--- src/rtl/bsg_event_rate_pkg.sv ---
// rtl/bsg_event_rate_pkg.sv - shared types and constants for the event rate sampler
package bsg_event_rate_pkg;

    typedef enum logic [0:0] {eIdle, eRun} bsg_event_rate_state_e;

    // Smallest window that still leaves room for a non-boundary cycle
    localparam int min_window_lp = 2;

    // Width needed to hold values 0..x-1, never less than one bit
    function automatic int safe_clog2(input int x);
        return (x <= 1) ? 1 : $clog2(x);
    endfunction

endpackage

--- src/rtl/bsg_event_rate_window_timer.sv ---
// rtl/bsg_event_rate_window_timer.sv - modulo-window_p cycle timer with end-of-window strobe
module bsg_event_rate_window_timer
    import bsg_event_rate_pkg::*;
#(
    parameter int window_p = 1024,
    localparam int window_width_lp = safe_clog2(window_p)
) (
    input  logic clk_i,
    input  logic reset_i,
    input  logic clear_i,
    input  logic en_i,
    output logic last_o
);

    localparam logic [window_width_lp-1:0] last_val_lp = window_width_lp'(window_p - 1);

    logic [window_width_lp-1:0] count_q, count_d;

    assign last_o = (count_q == last_val_lp);

    // Next timer value: clear wins, otherwise advance and wrap at the window end
    always_comb begin
        count_d = count_q;
        if (clear_i) begin
            count_d = '0;
        end else if (en_i) begin
            count_d = last_o ? '0 : count_q + 1'b1;
        end
    end

    // Timer register
    always_ff @(posedge clk_i or posedge reset_i) begin
        if (reset_i) begin
            count_q <= '0;
        end else begin
            count_q <= count_d;
        end
    end

endmodule

--- src/rtl/bsg_event_rate_sampler.sv ---
// rtl/bsg_event_rate_sampler.sv - per-window event counter with valid/yumi output; BSG_EVENT_RATE_SAMPLER_SAT_FLAG_EN adds sat_o
module bsg_event_rate_sampler
    import bsg_event_rate_pkg::*;
#(
    parameter int max_val_p    = 255,
    parameter int window_p     = 1024,
    parameter int drop_width_p = 8,
    localparam int count_width_lp  = safe_clog2(max_val_p + 1),
    localparam int window_width_lp = safe_clog2(window_p)
) (
    input  logic                      clk_i,
    input  logic                      reset_i,
    input  logic                      en_i,
    input  logic                      event_i,
    output logic                      v_o,
    output logic [count_width_lp-1:0] count_o,
    input  logic                      yumi_i,
    output logic [drop_width_p-1:0]   drop_count_o
`ifdef BSG_EVENT_RATE_SAMPLER_SAT_FLAG_EN
    ,
    output logic                      sat_o
`endif
);

    localparam logic [count_width_lp:0]   max_wide_lp = (count_width_lp + 1)'(max_val_p);
    localparam logic [count_width_lp-1:0] max_val_lp  = count_width_lp'(max_val_p);

    bsg_event_rate_state_e state_q, state_d;

    logic [count_width_lp-1:0] counter_q, counter_d;
    logic                      v_q, v_d;
    logic [count_width_lp-1:0] count_q, count_d;
    logic [drop_width_p-1:0]   drop_q, drop_d;

    logic                      running;
    logic                      timer_last;
    logic                      window_end;
    logic                      capture_v;
    logic                      load_out;
    logic [count_width_lp:0]   inc_sum;
    logic [count_width_lp-1:0] capture_val;

    bsg_event_rate_window_timer #(
        .window_p (window_p)
    ) timer (
        .clk_i   (clk_i),
        .reset_i (reset_i),
        .clear_i (!running),
        .en_i    (state_q == eRun),
        .last_o  (timer_last)
    );

    // A window only progresses while in RUN with enable still high
    assign running     = (state_q == eRun) && en_i;
    assign window_end  = (state_q == eRun) && timer_last;
    assign capture_v   = window_end && en_i;
    assign load_out    = capture_v && (!v_q || yumi_i);
    assign inc_sum     = {1'b0, counter_q} + {{count_width_lp{1'b0}}, event_i};
    assign capture_val = (inc_sum > max_wide_lp) ? max_val_lp : inc_sum[count_width_lp-1:0];

    // Enable-driven IDLE/RUN sequencing
    always_comb begin
        state_d = state_q;
        case (state_q)
            eIdle:   if (en_i)  state_d = eRun;
            eRun:    if (!en_i) state_d = eIdle;
            default: state_d = eIdle;
        endcase
    end

    // Saturating event counter; cleared at window end or whenever not running
    always_comb begin
        counter_d = '0;
        if (running && !window_end) begin
            counter_d = capture_val;
        end
    end

    // Output holding register and dropped-window accounting
    always_comb begin
        v_d     = v_q;
        count_d = count_q;
        drop_d  = drop_q;
        if (load_out) begin
            v_d     = 1'b1;
            count_d = capture_val;
        end else if (capture_v) begin
            if (drop_q != {drop_width_p{1'b1}}) begin
                drop_d = drop_q + 1'b1;
            end
        end else if (yumi_i) begin
            v_d = 1'b0;
        end
    end

    // State, counter and output registers
    always_ff @(posedge clk_i or posedge reset_i) begin
        if (reset_i) begin
            state_q   <= eIdle;
            counter_q <= '0;
            v_q       <= 1'b0;
            count_q   <= '0;
            drop_q    <= '0;
        end else begin
            state_q   <= state_d;
            counter_q <= counter_d;
            v_q       <= v_d;
            count_q   <= count_d;
            drop_q    <= drop_d;
        end
    end

    assign v_o          = v_q;
    assign count_o      = count_q;
    assign drop_count_o = drop_q;

`ifdef BSG_EVENT_RATE_SAMPLER_SAT_FLAG_EN
    logic sticky_q, sticky_d;
    logic sat_q, sat_d;
    logic sat_attempt;

    // An increment attempted at the ceiling means the true count overflowed
    assign sat_attempt = event_i && (counter_q == max_val_lp);

    // Per-window sticky overflow bit and its captured copy
    always_comb begin
        sticky_d = 1'b0;
        sat_d    = sat_q;
        if (running && !window_end) begin
            sticky_d = sticky_q || sat_attempt;
        end
        if (load_out) begin
            sat_d = sticky_q || sat_attempt;
        end
    end

    // Overflow flag registers
    always_ff @(posedge clk_i or posedge reset_i) begin
        if (reset_i) begin
            sticky_q <= 1'b0;
            sat_q    <= 1'b0;
        end else begin
            sticky_q <= sticky_d;
            sat_q    <= sat_d;
        end
    end

    assign sat_o = sat_q;
`endif

`ifndef SYNTHESIS
    if (window_p < min_window_lp) begin : g_bad_window
        $error("bsg_event_rate_sampler: window_p must be at least 2");
    end

    // Consumer may only take a count that is being offered
    assert property (@(posedge clk_i) disable iff (reset_i) yumi_i |-> v_q)
        else $error("bsg_event_rate_sampler: yumi_i asserted while v_o is low");
`endif

endmodule

--- config.mk ---
export PLATFORM = sky130hd
export DESIGN_NAME = bsg_event_rate_sampler
export DESIGN_NICKNAME = d
export VERILOG_FILES = /design/src/rtl/bsg_event_rate_pkg.sv /design/src/rtl/bsg_event_rate_window_timer.sv /design/src/rtl/bsg_event_rate_sampler.sv
export SDC_FILE = /design/constraint.sdc
export NUM_CORES = 1
export LEC_CHECK = 0
export CAP_MARGIN = 20
export CORE_MARGIN = 2
export CORE_UTILIZATION = 30
export DETAILED_ROUTE_END_ITERATION = 8
export PLACE_DENSITY = 0.47
export SLEW_MARGIN = 10
export SYNTH_ARGS = -nofsm -noshare
export SYNTH_HDL_FRONTEND = slang
export SYNTH_SLANG_ARGS = --single-unit
--- constraint.sdc ---
create_clock -name clk_i -period 4.71 [get_ports clk_i]
set_input_delay 0.471 -clock clk_i [delete_from_list [all_inputs] [get_ports clk_i]]
set_output_delay 0.471 -clock clk_i [all_outputs]
set_load 0.03 [all_outputs]
==> results of run 1 <==
==> cell families after synthesis <==
| kind of cell | Yosys count | share of synthesized area [%] |
|---|---|---|
| AO/OA/AOI/OAI | 22 | 8.23 |
| XOR/XNOR | 19 | 10.0 |
| AND/OR/NAND/NOR | 57 | 18.2 |
| adder cells (fa/ha/maj) | 4 | 3.02 |
| flip-flops | 36 | 54.3 |
| multiplexers | 5 | 3.09 |
| buffers and inverters | 13 | 3.09 |
==> metrics by stage <==
step           setup WS (ns)  hold WS, ns  std cells  area, µm²
3_3_place_gp            2.36        0.478        248       1960
5_1_grt                 2.39        0.528        256       2070
2_1_floorplan           2.74        0.453        156       1660
3_5_place_dp            2.30        0.477        248       1960
6_report                2.52        0.486        256       2070
4_1_cts                 2.51        0.488        256       2070
==> cell usage after synthesis (all sizes together), types with 2 or more instances <==
master	number	area, µm²
ha	4	50.1
xor2	12	105
nor3	6	30.0
a21oi	13	65.1
nor4	4	37.5
nor2	14	52.6
mux2i	4	40.0
dfrtp	36	901
clkbuf	2	7.51
inv	8	30.0
nand4	6	43.8
nand2	10	37.5
nand3	8	40.0
buf	2	10.0
nand2b	3	18.8
xnor2	7	61.3
a41oi	5	43.8
==> where the power goes <==
part	internal, mW	switching, mW
logic	0.00633	0.0117
clock network	0.157	0.115
registers	0.311	0.00156
==> metal layers <==
| layer | up-vias | GRT usage, % |
|---|---|---|
| li1 | 599 | - |
| met4 | 0 | 6.84 |
| met2 | 19 | 18.0 |
| met5 | - | 0 |
| met1 | 563 | 14.7 |
| met3 | 8 | 2.87 |
==> area by class of cell <==
type / count / area (µm²)
Clock buffer: 6 / 72.6
Clock inverter: 2 / 35.0
Fill cell: 553 / 3330
Inverter: 9 / 33.8
Multi-Input combinational cell: 107 / 706
Sequential cell: 36 / 901
Tap cell: 72 / 90.1
Timing Repair Buffer: 24 / 233
==> path summary, 6_finish.rpt <==
check / cells past startpoint / to
worst max-delay path: 5 / drop_count_o[1]
max in group asynchronous: 3 / timer.count_q[4]
worst max register to register: 5 / drop_count_o[1]
worst min register to register: 1 / timer.count_q[0]
worst min-delay path: 1 / timer.count_q[0]
min in group asynchronous: 3 / count_o[2]
==> cell usage in the layout, fill, tap and decap left out, types with 2 or more instances in the layout <==
| cell | synthesis | final |
|---|---|---|
| dfrtp_1 | 36 | 36 |
| clkdlybuf4s50_1 | 0 | 21 |
| nor2_1 | 14 | 14 |
| a21oi_1 | 13 | 13 |
| xor2_1 | 12 | 12 |
| nand2_1 | 10 | 10 |
| nand3_1 | 8 | 8 |
| inv_1 | 8 | 8 |
| xnor2_1 | 7 | 7 |
| nor3_1 | 6 | 6 |
| nand4_1 | 5 | 5 |
| a41oi_1 | 5 | 5 |
| clkbuf_8 | 0 | 5 |
| mux2i_1 | 4 | 4 |
| ha_1 | 4 | 4 |
| nand2b_1 | 3 | 3 |
| buf_4 | 0 | 3 |
| nor4_1 | 2 | 2 |
| nor4_2 | 2 | 2 |
==> state kept, by name, indices dropped and copies added, names as in the netlist <==
register       count
count_o            8
counter_q          8
drop_count_o       8
state_q            1
timer.count_q     10
v_o                1
==> critical path: cells and delay by family, from the launching register on <==
| family | cells | cell delay (ns) |
|---|---|---|
| adder cells (fa/ha/maj) | 1 | 0.24 |
| AND/OR/NAND/NOR | 3 | 1.10 |
| flip-flops | 1 | 0.39 |
| multiplexers | 1 | 0.34 |
==> metrics, run 1 <==
Max Fclk=457 MHz; Reg2Reg Setup Slack=2.52 ns; Slew headroom=63.4%; GR Overflow Total=0; CTS tree=yes; CP Max Fanout=8; Seq cells post-synth=36; reg2reg start=timer.count_q[0]; pin count of the biggest net entering global routing=37; Worst Setup End Kind=register; Die ar.=6140 µm²; RSZ-0062 raised after global routing=no; critical path, cell by cell=ha_1, nand4_2, or4_1, nor2_1, mux2_1; CTS sink cnt=36; HP Class=register to register; sequential fraction of the synthesis area=about 54%; Starting Density=30.7%; Final Hold Fails=0; Worst Tran Pin Value=0.547 ns; CTS root buf=clkbuf_8; hold path startpoint=timer.count_q[0]; Synth Net Count=~170; hold_buf cts=0; critical path type=register to register; Detailed Place HPWL=2.21 mm; Cell Pwr Density=between 200 and 300 nW/µm²; number of CTS-inserted buffers=5; die height=between 70 and 80 µm; H-tree depth=2; share of post-route cells with drive strength above 1=about 7.6%; ANT cells=0; final period utilization=46.5%; maximum clock insertion buffer count=2; Syn Area/Cell=10.6 µm²; CP max stage cell=or4_1; vias in the first global route=1,176; worst endpoint required time=4.89 ns; CP startpoint kind=register; Worst-Skew Late Latency=0.29 ns; CORE AREA=5410 µm²; endpoints failing setup=0; 1st-iter DRT viols=61; Synth Warn #=0; synthesized area=1660 µm²; fin util=38.3%; Final min period=around 2.2 ns; Critical Path AT=2.37 ns; clock skew=0.00656 ns; Leakage=0.908 nW; Synth async-reset ratio=100%; Reg clk slew, reported paths=~0.07 ns; met2 WL=between 1 and 1.5 mm; status=finished, final reports clean; PnR Total Power=between 600 and 700 µW; GRT Util Overall=11.6%; Crit. Startpoint=timer.count_q[0]; setup TNS=0 ns; number of max-cap violations=0; io pins=22; Post-synth EDFFs=0; Final Routed Wirelength=between 3 and 4 mm; Rows=27; post_cts resized=0; Die X=78.3 µm; CP max stage delay=0.68 ns; DRT antenna net count=0; Metal-1 WL=1.53 mm; Via density=between 4 and 5; Met3 Routed Length=101 µm; ys flop type=dfrtp_1; worst vdd ir=0.131 mV; nets@finish=about 190; Final GP Congestion=0.839; Gate Count Post-Synth=156; port buffer count=21; highest routed metal layer=met4; global-route wire length before repair=5.51 mm; initial antenna violation count=0; P&R area growth vs syn=24.9%; Setup Buffers After CTS=0; max-slew violations=0; DR pass1 iterations=4; Routed wire per std cell=12.4 µm; Yosys cell types=31; # DRC=0; vias=1,189
No activity file was read; power rests on OpenSTA's default activity.
==> run 2: changes to the inputs <==
clock period = 2.25 ns   (was 4.71 ns; I/O delays follow)
==> metrics, run 2 (synthesized netlist as in run 1, its figures left out) <==
maximum clock insertion buffer count=2; die height=78.3 µm; Max Fclk=481 MHz; number of CTS-inserted buffers=5; setup TNS=0 ns; placed cell area=a little under 2000 µm²; Starting Density=30.7%; CP max stage delay=0.59 ns; pin count of the biggest net entering global routing=37; vias=1,232; Critical Path AT=around 2.3 ns; max reg flops=10; CP max stage cell=or4_4; Slew headroom=60.5%; CTS sink cnt=36; reg2reg start=timer.count_q[0]; Cell Pwr Density=around 560 nW/µm²; GRT Util Overall=11.7%; register area=901 µm²; P&R area growth vs syn=24.5%; leading cell types in the layout, fill and taps excluded=dfrtp_1, clkdlybuf4s50_1, nor2_1; port buffer count=21; hold_buf cts=0; Crit. Startpoint=timer.count_q[0]; Reg with most FFs=timer.count_q; global-route wire length before repair=5.68 mm; Detailed Place HPWL=2.25 mm; PnR Total Power=1.15 mW; Final Routed Wirelength=3.21 mm; status=finished, final reports clean; post_cts resized=0; RSZ-0062 raised after global routing=no; Reg clk slew, reported paths=around 0.07 ns; Crit Reg-Reg Endpoint=drop_count_o[1]; Worst Tran Pin Value=0.591 ns; CORE AREA=5410 µm²; ANT cells=0; CP Max Fanout=8; Leakage=0.904 nW; 1st-iter DRT viols=55; Final min period=2.08 ns; clock skew=0.00358 ns; Via density=about 4.8; nets@finish=193; CP startpoint kind=register; endpoints failing setup=0; fin area=2060 µm²; final period utilization=92.4%; Die ar.=a little over 6000 µm²; fin util=38.2%; Setup Buffers After CTS=0; FF-to-FF path depth=5; CTS tree=yes; CTS root buf=clkbuf_8; DR pass1 iterations=4; vias in the first global route=around 1,200; critical path, cell by cell=ha_1, nand4_2, or4_4, nor2_1, mux2_1; max-slew violations=0; Rows=27; Worst-Skew Late Latency=around 0.28 ns; initial antenna violation count=0; footprint of the multi-input gates=709 µm²; Reg2Reg Setup Slack=0.17 ns; number of max-cap violations=0; Worst Setup End Kind=register; Worst Setup EP=drop_count_o[1]; critical path type=register to register; share of post-route cells with drive strength above 1=under 10%; Final Hold Fails=0; # DRC=0; DRT antenna net count=0; filler instances=561; GR Overflow Total=0; HP Class=primary input to async pin; Final GP Congestion=between 0.8 and 0.9; worst vdd ir=0.242 mV; worst endpoint required time=between 2 and 2.5 ns; H-tree depth=2; io pins=22; Routed wire per std cell=12.5 µm; Die X=slightly below 80 µm; commonest non-fill, non-tap cell in the layout=dfrtp_1
-- run 2: changes by cell type in the layout (fill, tap and decap cells not counted), sizes merged --
cell,previous run,this run
buf,3,4
clkbuf,6,8
clkinv,2,1
bufinv,1,0
-- run 2: through the flow --
step	hold slack (ns)	instances	setup WS (ns)
after floorplan	0.256	156	0.276
after global placement	0.464	249	0.143
after detailed placement	0.487	249	0.0613
after CTS	0.362	257	0.0492
after global routing	0.403	257	0.0815
final	0.347	257	0.171
-- run 2: area by class of cell --
class	count	area share, %
Tap cell	72	4.36
Timing Repair Buffer	25	11.6
Sequential cell	36	43.6
Multi-Input combinational cell	107	34.4
Clock buffer	8	4.36
Inverter	9	1.64
-- run 2: critical path: cells and delay by family, from the launching register on --
kind	cells	cell delay (ns)
flip-flops	1	0.40
adder cells (fa/ha/maj)	1	0.24
AND/OR/NAND/NOR	3	0.97
multiplexers	1	0.34
-- run 2: layer usage --
metal | wire, µm | global-route usage (%) | part of all wire [%]
met5 | 0 | 0 | 0
met1 | 1490 | 15.0 | 47
met3 | 163 | 4.37 | 5.1
met4 | 37 | 4.56 | 1.2
met2 | 1510 | 18.0 | 47
-- run 2: report_power, final --
part	switching [mW]	internal, mW
combinational	0.0241	0.0133
clock	0.210	0.249
sequential	0.00351	0.651
-- run 2: how the worst min path moves through the flow --
| stage | from | slack (ns) | end |
|---|---|---|---|
| 6_report | reset_i | 0.35 | count_o[5] |
| 5_1_grt | reset_i | 0.40 | count_o[4] |
| 4_1_cts | reset_i | 0.36 | count_o[5] |
| 3_5_place_dp | timer.count_q[0] | 0.49 | timer.count_q[0] |
| 3_3_place_gp | timer.count_q[0] | 0.46 | timer.count_q[0] |
| 2_1_floorplan | en_i | 0.26 | state_q |
==> variant 1: new RTL, flow settings as in run 2 <==
Set the parameter `max_val_p` to 510 (it was 255).
--- a/src/rtl/bsg_event_rate_sampler.sv
+++ b/src/rtl/bsg_event_rate_sampler.sv
@@ -3,5 +3,5 @@
     import bsg_event_rate_pkg::*;
 #(
-    parameter int max_val_p    = 255,
+    parameter int max_val_p    = 510,
     parameter int window_p     = 1024,
     parameter int drop_width_p = 8,
Interface: changed (resized count_o); port bits go from 22 to 23. The function was not compared with the original's and may differ.
==> variant 1 against run 2 <==
  * Combinational power rose by 14%
  * Synthesized area rose by 7.6%
  * Sequential cell count increased by 2
  * Setup slack improved by 0.18 ns
  * Via count up 4.8%
  * Power up 3.4%
  * Maximum frequency is 9.7% higher
  * Count of clock-buffer cells in the layout fell by 2
  * Clock power is essentially flat
  * Critical path depth increased by 1
  * Cell area is 6.9% higher
  * Sequential share of layout area fell by 0.55 points
  * Wire length increased by 8.8%
==> variant 1: results <==
group,metric,value,unit
synth,syn_nets,181,
worst_setup_path,slowest_stage,"dfrtp_1",
synth,seq_area_frac_synth,53.3,%
global_route,grt_max_degree,39,
timing,tightest_slew,0.484,ns
global_route,grt_pass1_vias,1324,
global_route,grt_use_total,12.7,%
timing,fin_skew,0.00442,ns
cells_and_area,post_route_cells_drive_above_1_share,10.9,%
timing,whs,0.358,ns
worst_setup_path,cp_slowest_stage_delay,0.38,ns
route,route.antenna.remaining_nets,0,
worst_setup_path,crit_arrival,2.10,ns
synth,ys_top_cells_by_area,"dfrtp_1 (53%), xor2_1 (4.9%), nand2_1 (4.4%)",
worst_setup_path,r2r_slack,0.35,ns
placement,dpl.hpwl,2.53,mm
synth,synthAdderAreaFrac,3.51,%
synth,synth.distinct_cells,33,
synth,synth_compound_area_share,10.1,%
run_status,status,"completed",
synth,synth-xor-area-share,7.36,%
placement,place_congestion,0.789,
synth,synthMuxAreaShare,1.82,%
cells_and_area,fillCellCount,587,
cells_and_area,layout.nets,212,
synth,ys_top_cells_by_count,"dfrtp_1 (38), nand2_1 (21), nor2_1 (17)",
placement,portBuffers,22,
route,viasPerCell,4.68,
pwr,max-vdd-ir-drop,0.000188,V
route,drt-total-wl,3.49,mm
global_route,grt_pass1_wl,6.22,mm
pwr,cellLeakagePower,0.956,nW
variant 1: cell count changes after synthesis, sizes merged, moves of 5 or more:
| cell | change |
|---|---|
| nand3 | +5 |
| nand2 | +11 |
| a21oi | -6 |
| o21ai | +9 |
variant 1: per-layer routing:
layer	track usage [%]	part of all wire (%)	vias to the layer above	routed length, µm
met5	0	0	-	0
met4	4.58	1.4	0	49
met3	4.33	3.8	5	133
met2	19.9	43	25	1520
met1	16.2	51	608	1790
li1	-	-	653	-
variant 1: cells by family (layout without fill, tap and decap cells):
kind of cell               count (synthesis)  after routing
xor gates and xnor gates                  15             15
DFF                                       38             38
and+or+nand+nor                           75             75
adders and majority gates                  5              5
muxes                                      3              3
buffers and inverters                      9             39
AOI/OAI and AO/OA                         26             26
variant 1: where the power goes:
group / internal, W / total (W) / switching [W]
Combinational: 0.0000147 / 0.0000425 / 0.0000277
Clock: 0.000236 / 0.000459 / 0.000223
Sequential: 0.000687 / 0.000690 / 0.00000296
variant 1: stage by stage:
stage,utilization (%),cells,area [µm²],setup WS [ns],total power (W)
finish,37.7,276,2210,0.355,0.00119
global placement,36.3,270,2120,0.107,0.000746
floorplan,-,171,1780,0.392,0.000726
CTS,37.7,276,2210,0.318,0.00122
detailed placement,36.3,270,2120,0.0873,0.000747
global route,37.7,276,2210,0.151,0.00126
variant 1: area by class of cell:
cell class,count,area share (%)
clock buffer,6,3.74
inverter,6,1.02
sequential,38,43.1
tap,75,4.25
multi-input combinational,124,36.2
timing repair buffer,27,11.7
variant 1: worst register-to-register path: stages (launching register included):
cell	delay [ns]
dfrtp_1	0.38
ha_1	0.27
nand2_1	0.14
nor4_4	0.36
o2111ai_4	0.27
nor3_2	0.23
xor2_1	0.17
variant 1: path summary, 6_finish.rpt:
path | startpoint | endpoint
max in group asynchronous | reset_i | counter_q[6]$_DFF_PP0_
min in group clk_i | en_i | state_q$_DFF_PP0_
hold reg to reg | timer.count_q[0]$_DFFE_PP0P_ | timer.count_q[0]$_DFFE_PP0P_
setup reg to reg | timer.count_q[0]$_DFFE_PP0P_ | drop_count_o[7]$_DFFE_PP0P_
hold / removal | reset_i | drop_count_o[2]$_DFFE_PP0P_
setup / recovery | timer.count_q[0]$_DFFE_PP0P_ | drop_count_o[7]$_DFFE_PP0P_
==> variant 2: new RTL, config.mk and constraints of run 2 <==
Made on the original files. Put one more register stage on the output `drop_count_o`. The value now appears one clock later. The other outputs are not delayed to match.
--- a/src/rtl/bsg_event_rate_sampler.sv
+++ b/src/rtl/bsg_event_rate_sampler.sv
@@ -113,5 +113,7 @@
     assign v_o          = v_q;
     assign count_o      = count_q;
-    assign drop_count_o = drop_q;
+    always_ff @(posedge clk_i) begin
+        drop_count_o <= drop_q;
+    end
 
 `ifdef BSG_EVENT_RATE_SAMPLER_SAT_FLAG_EN
Formal check against the unedited RTL: same outputs for any inputs over 10 cycles, from zero or initial values and one cycle with reset_i high; that may be too few to reach the edited logic, so the function may still have changed.
==> variant 2 against run 2 <==
  * Setup slack improved by 0.22 ns
  * First-iteration DRC count decreased by 38%
  * Sequential power increased by 22%
  * Cell count increased by 1.2%
  * Synthesized area increased by 10%
  * Via count decreased by 3.6%
  * Wire length increased by 0.94%
  * Sequential cell count increased by 8
  * Power increased by 27%
  * Cell area increased by 9.3%
  * Synthesized cell count unchanged
  * Critical path type unchanged
==> variant 2: results <==
group,metric,value,unit
route,wl_met3,148,µm
route,drt-initial-drc-count,34,
placement,place_congestion,0.818,
route,wl_met1,1.53,mm
synth,ys_top_cells_by_area,"dfrtp_1 (49%), dfxtp_1 (8.8%), xor2_1 (6.2%)",
route,met2_length,1.51,mm
timing,tightest_slew,0.496,ns
synth,ys_top_cells_by_count,"dfrtp_1 (36), nor2_1 (13), xor2_1 (13)",
global_route,grt_pass1_vias,1255,
pwr,cellLeakagePower,1.03,nW
synth,synthArstFlopShare,81.8,%
cts,post_cts_resized,0,
global_route,grt_use_total,11.2,%
timing,fin_skew,0.0102,ns
synth,seq_area_frac_synth,58.0,%
cts,path_clk_slew,0.09,ns
synth,yosys_warnings,0,
placement,dp.cells,252,
cells_and_area,fillCellCount,588,
synth,synthMuxAreaShare,6.64,%
cts,cts_max_level,2,
route,wl_per_cell,12.5,µm
global_route,grt_pass1_wl,5.60,mm
worst_setup_path,rr_endpoint,"count_o[3]$_DFFE_PP0P_",
pwr,max-vdd-ir-drop,0.000293,V
synth,syn-mean-instance-area,11.7,µm²
worst_setup_path,r2r-start,"timer.count_q[0]$_DFFE_PP0P_",
synth,synth-xor-area-share,9.10,%
synth,synth_compound_area_share,2.05,%
cells_and_area,regMostFlops,"timer.count_q",
route,vias,1188,
pwr,intPower,0.00117,W
global_route,grt_max_degree,37,
synth,synthAdderAreaFrac,2.74,%
placement,place_ws,0.187,ns
cells_and_area,post_route_cells_drive_above_1_share,12.4,%
run_status,status,"completed",
timing,post-route-min-period,1.86,ns
worst_setup_path,crit_path_max_fanout,9,
synth,synth.distinct_cells,28,
placement,dpl.hpwl,2.30,mm
cts,clkLatencyLatePin,0.30,ns
route,drtPass1Iterations,4,
worst_setup_path,critPathLaunchType,"flop",
cells_and_area,final_cells,260,
-- variant 2: changes by cell type after synthesis, moves of 3 or more --
cell,before,now
nor2b_1,0,3
inv_1,8,4
dfxtp_1,0,8
a41oi_1,5,0
mux2_2,0,9
nand2b_1,3,6
a21oi_1,13,5
-- variant 2: how the worst min path moves through the flow --
stage | depth (start not counted) | endpoint | slack, ns | start
after floorplan | 0 | state_q$_DFF_PP0_ | 0.26 | en_i
after global placement | 0 | drop_count_o[7]$_DFF_P_ | 0.40 | drop_q[7]$_DFFE_PP0P_
after detailed placement | 0 | drop_count_o[7]$_DFF_P_ | 0.40 | drop_q[7]$_DFFE_PP0P_
after CTS | 3 | drop_q[0]$_DFFE_PP0P_ | 0.35 | reset_i
after global routing | 3 | drop_q[3]$_DFFE_PP0P_ | 0.38 | reset_i
final | 3 | count_o[6]$_DFFE_PP0P_ | 0.33 | reset_i
-- variant 2: metal layers --
metal,global-route usage (%),up-vias
met5,0,-
met1,13.5,572
met4,4.67,0
met2,17.8,20
met3,4.29,6
li1,-,590
-- variant 2: power groups by stage --
stage / sequential (W) / combinational [W] / clock [W]
after detailed placement: 0.000811 / 0.0000395 / 0
after floorplan: 0.000810 / 0.0000228 / 0
after CTS: 0.000795 / 0.0000400 / 0.000658
final: 0.000795 / 0.0000380 / 0.000633
after global routing: 0.000795 / 0.0000447 / 0.000698
after global placement: 0.000811 / 0.0000399 / 0
-- variant 2: layout make-up --
class	instances	share of cell area [%]
sequential	44	47.0
multi-input combinational	107	33.1
clock inverter	2	1.72
inverter	4	0.666
tap	75	4.16
clock buffer	6	3.66
timing repair buffer	22	9.65
-- variant 2: worst max-delay path, cell delays in order (launching register included) --
cell	delay, ns
dfrtp_1	0.40
ha_1	0.23
and4_4	0.29
nand4_4	0.18
nor2_4	0.28
mux2_2	0.37
-- variant 2: per-stage QoR --
| step | area [µm²] | utilization [%] |
|---|---|---|
| final | 2260 | 38.1 |
| after global routing | 2260 | 38.1 |
| after CTS | 2260 | 38.1 |
| after detailed placement | 2130 | 36.1 |
| after global placement | 2130 | 36.1 |
| after floorplan | 1830 | - |
-- variant 2: logic make-up (layout without fill, tap and decap cells) --
family,after synthesis,after routing
AO/OA/AOI/OAI,7,7
AND/OR/NAND/NOR,66,66
XOR/XNOR,19,19
buffers and inverters,5,34
multiplexers,11,11
flip-flops,44,44
adder cells (fa/ha/maj),4,4
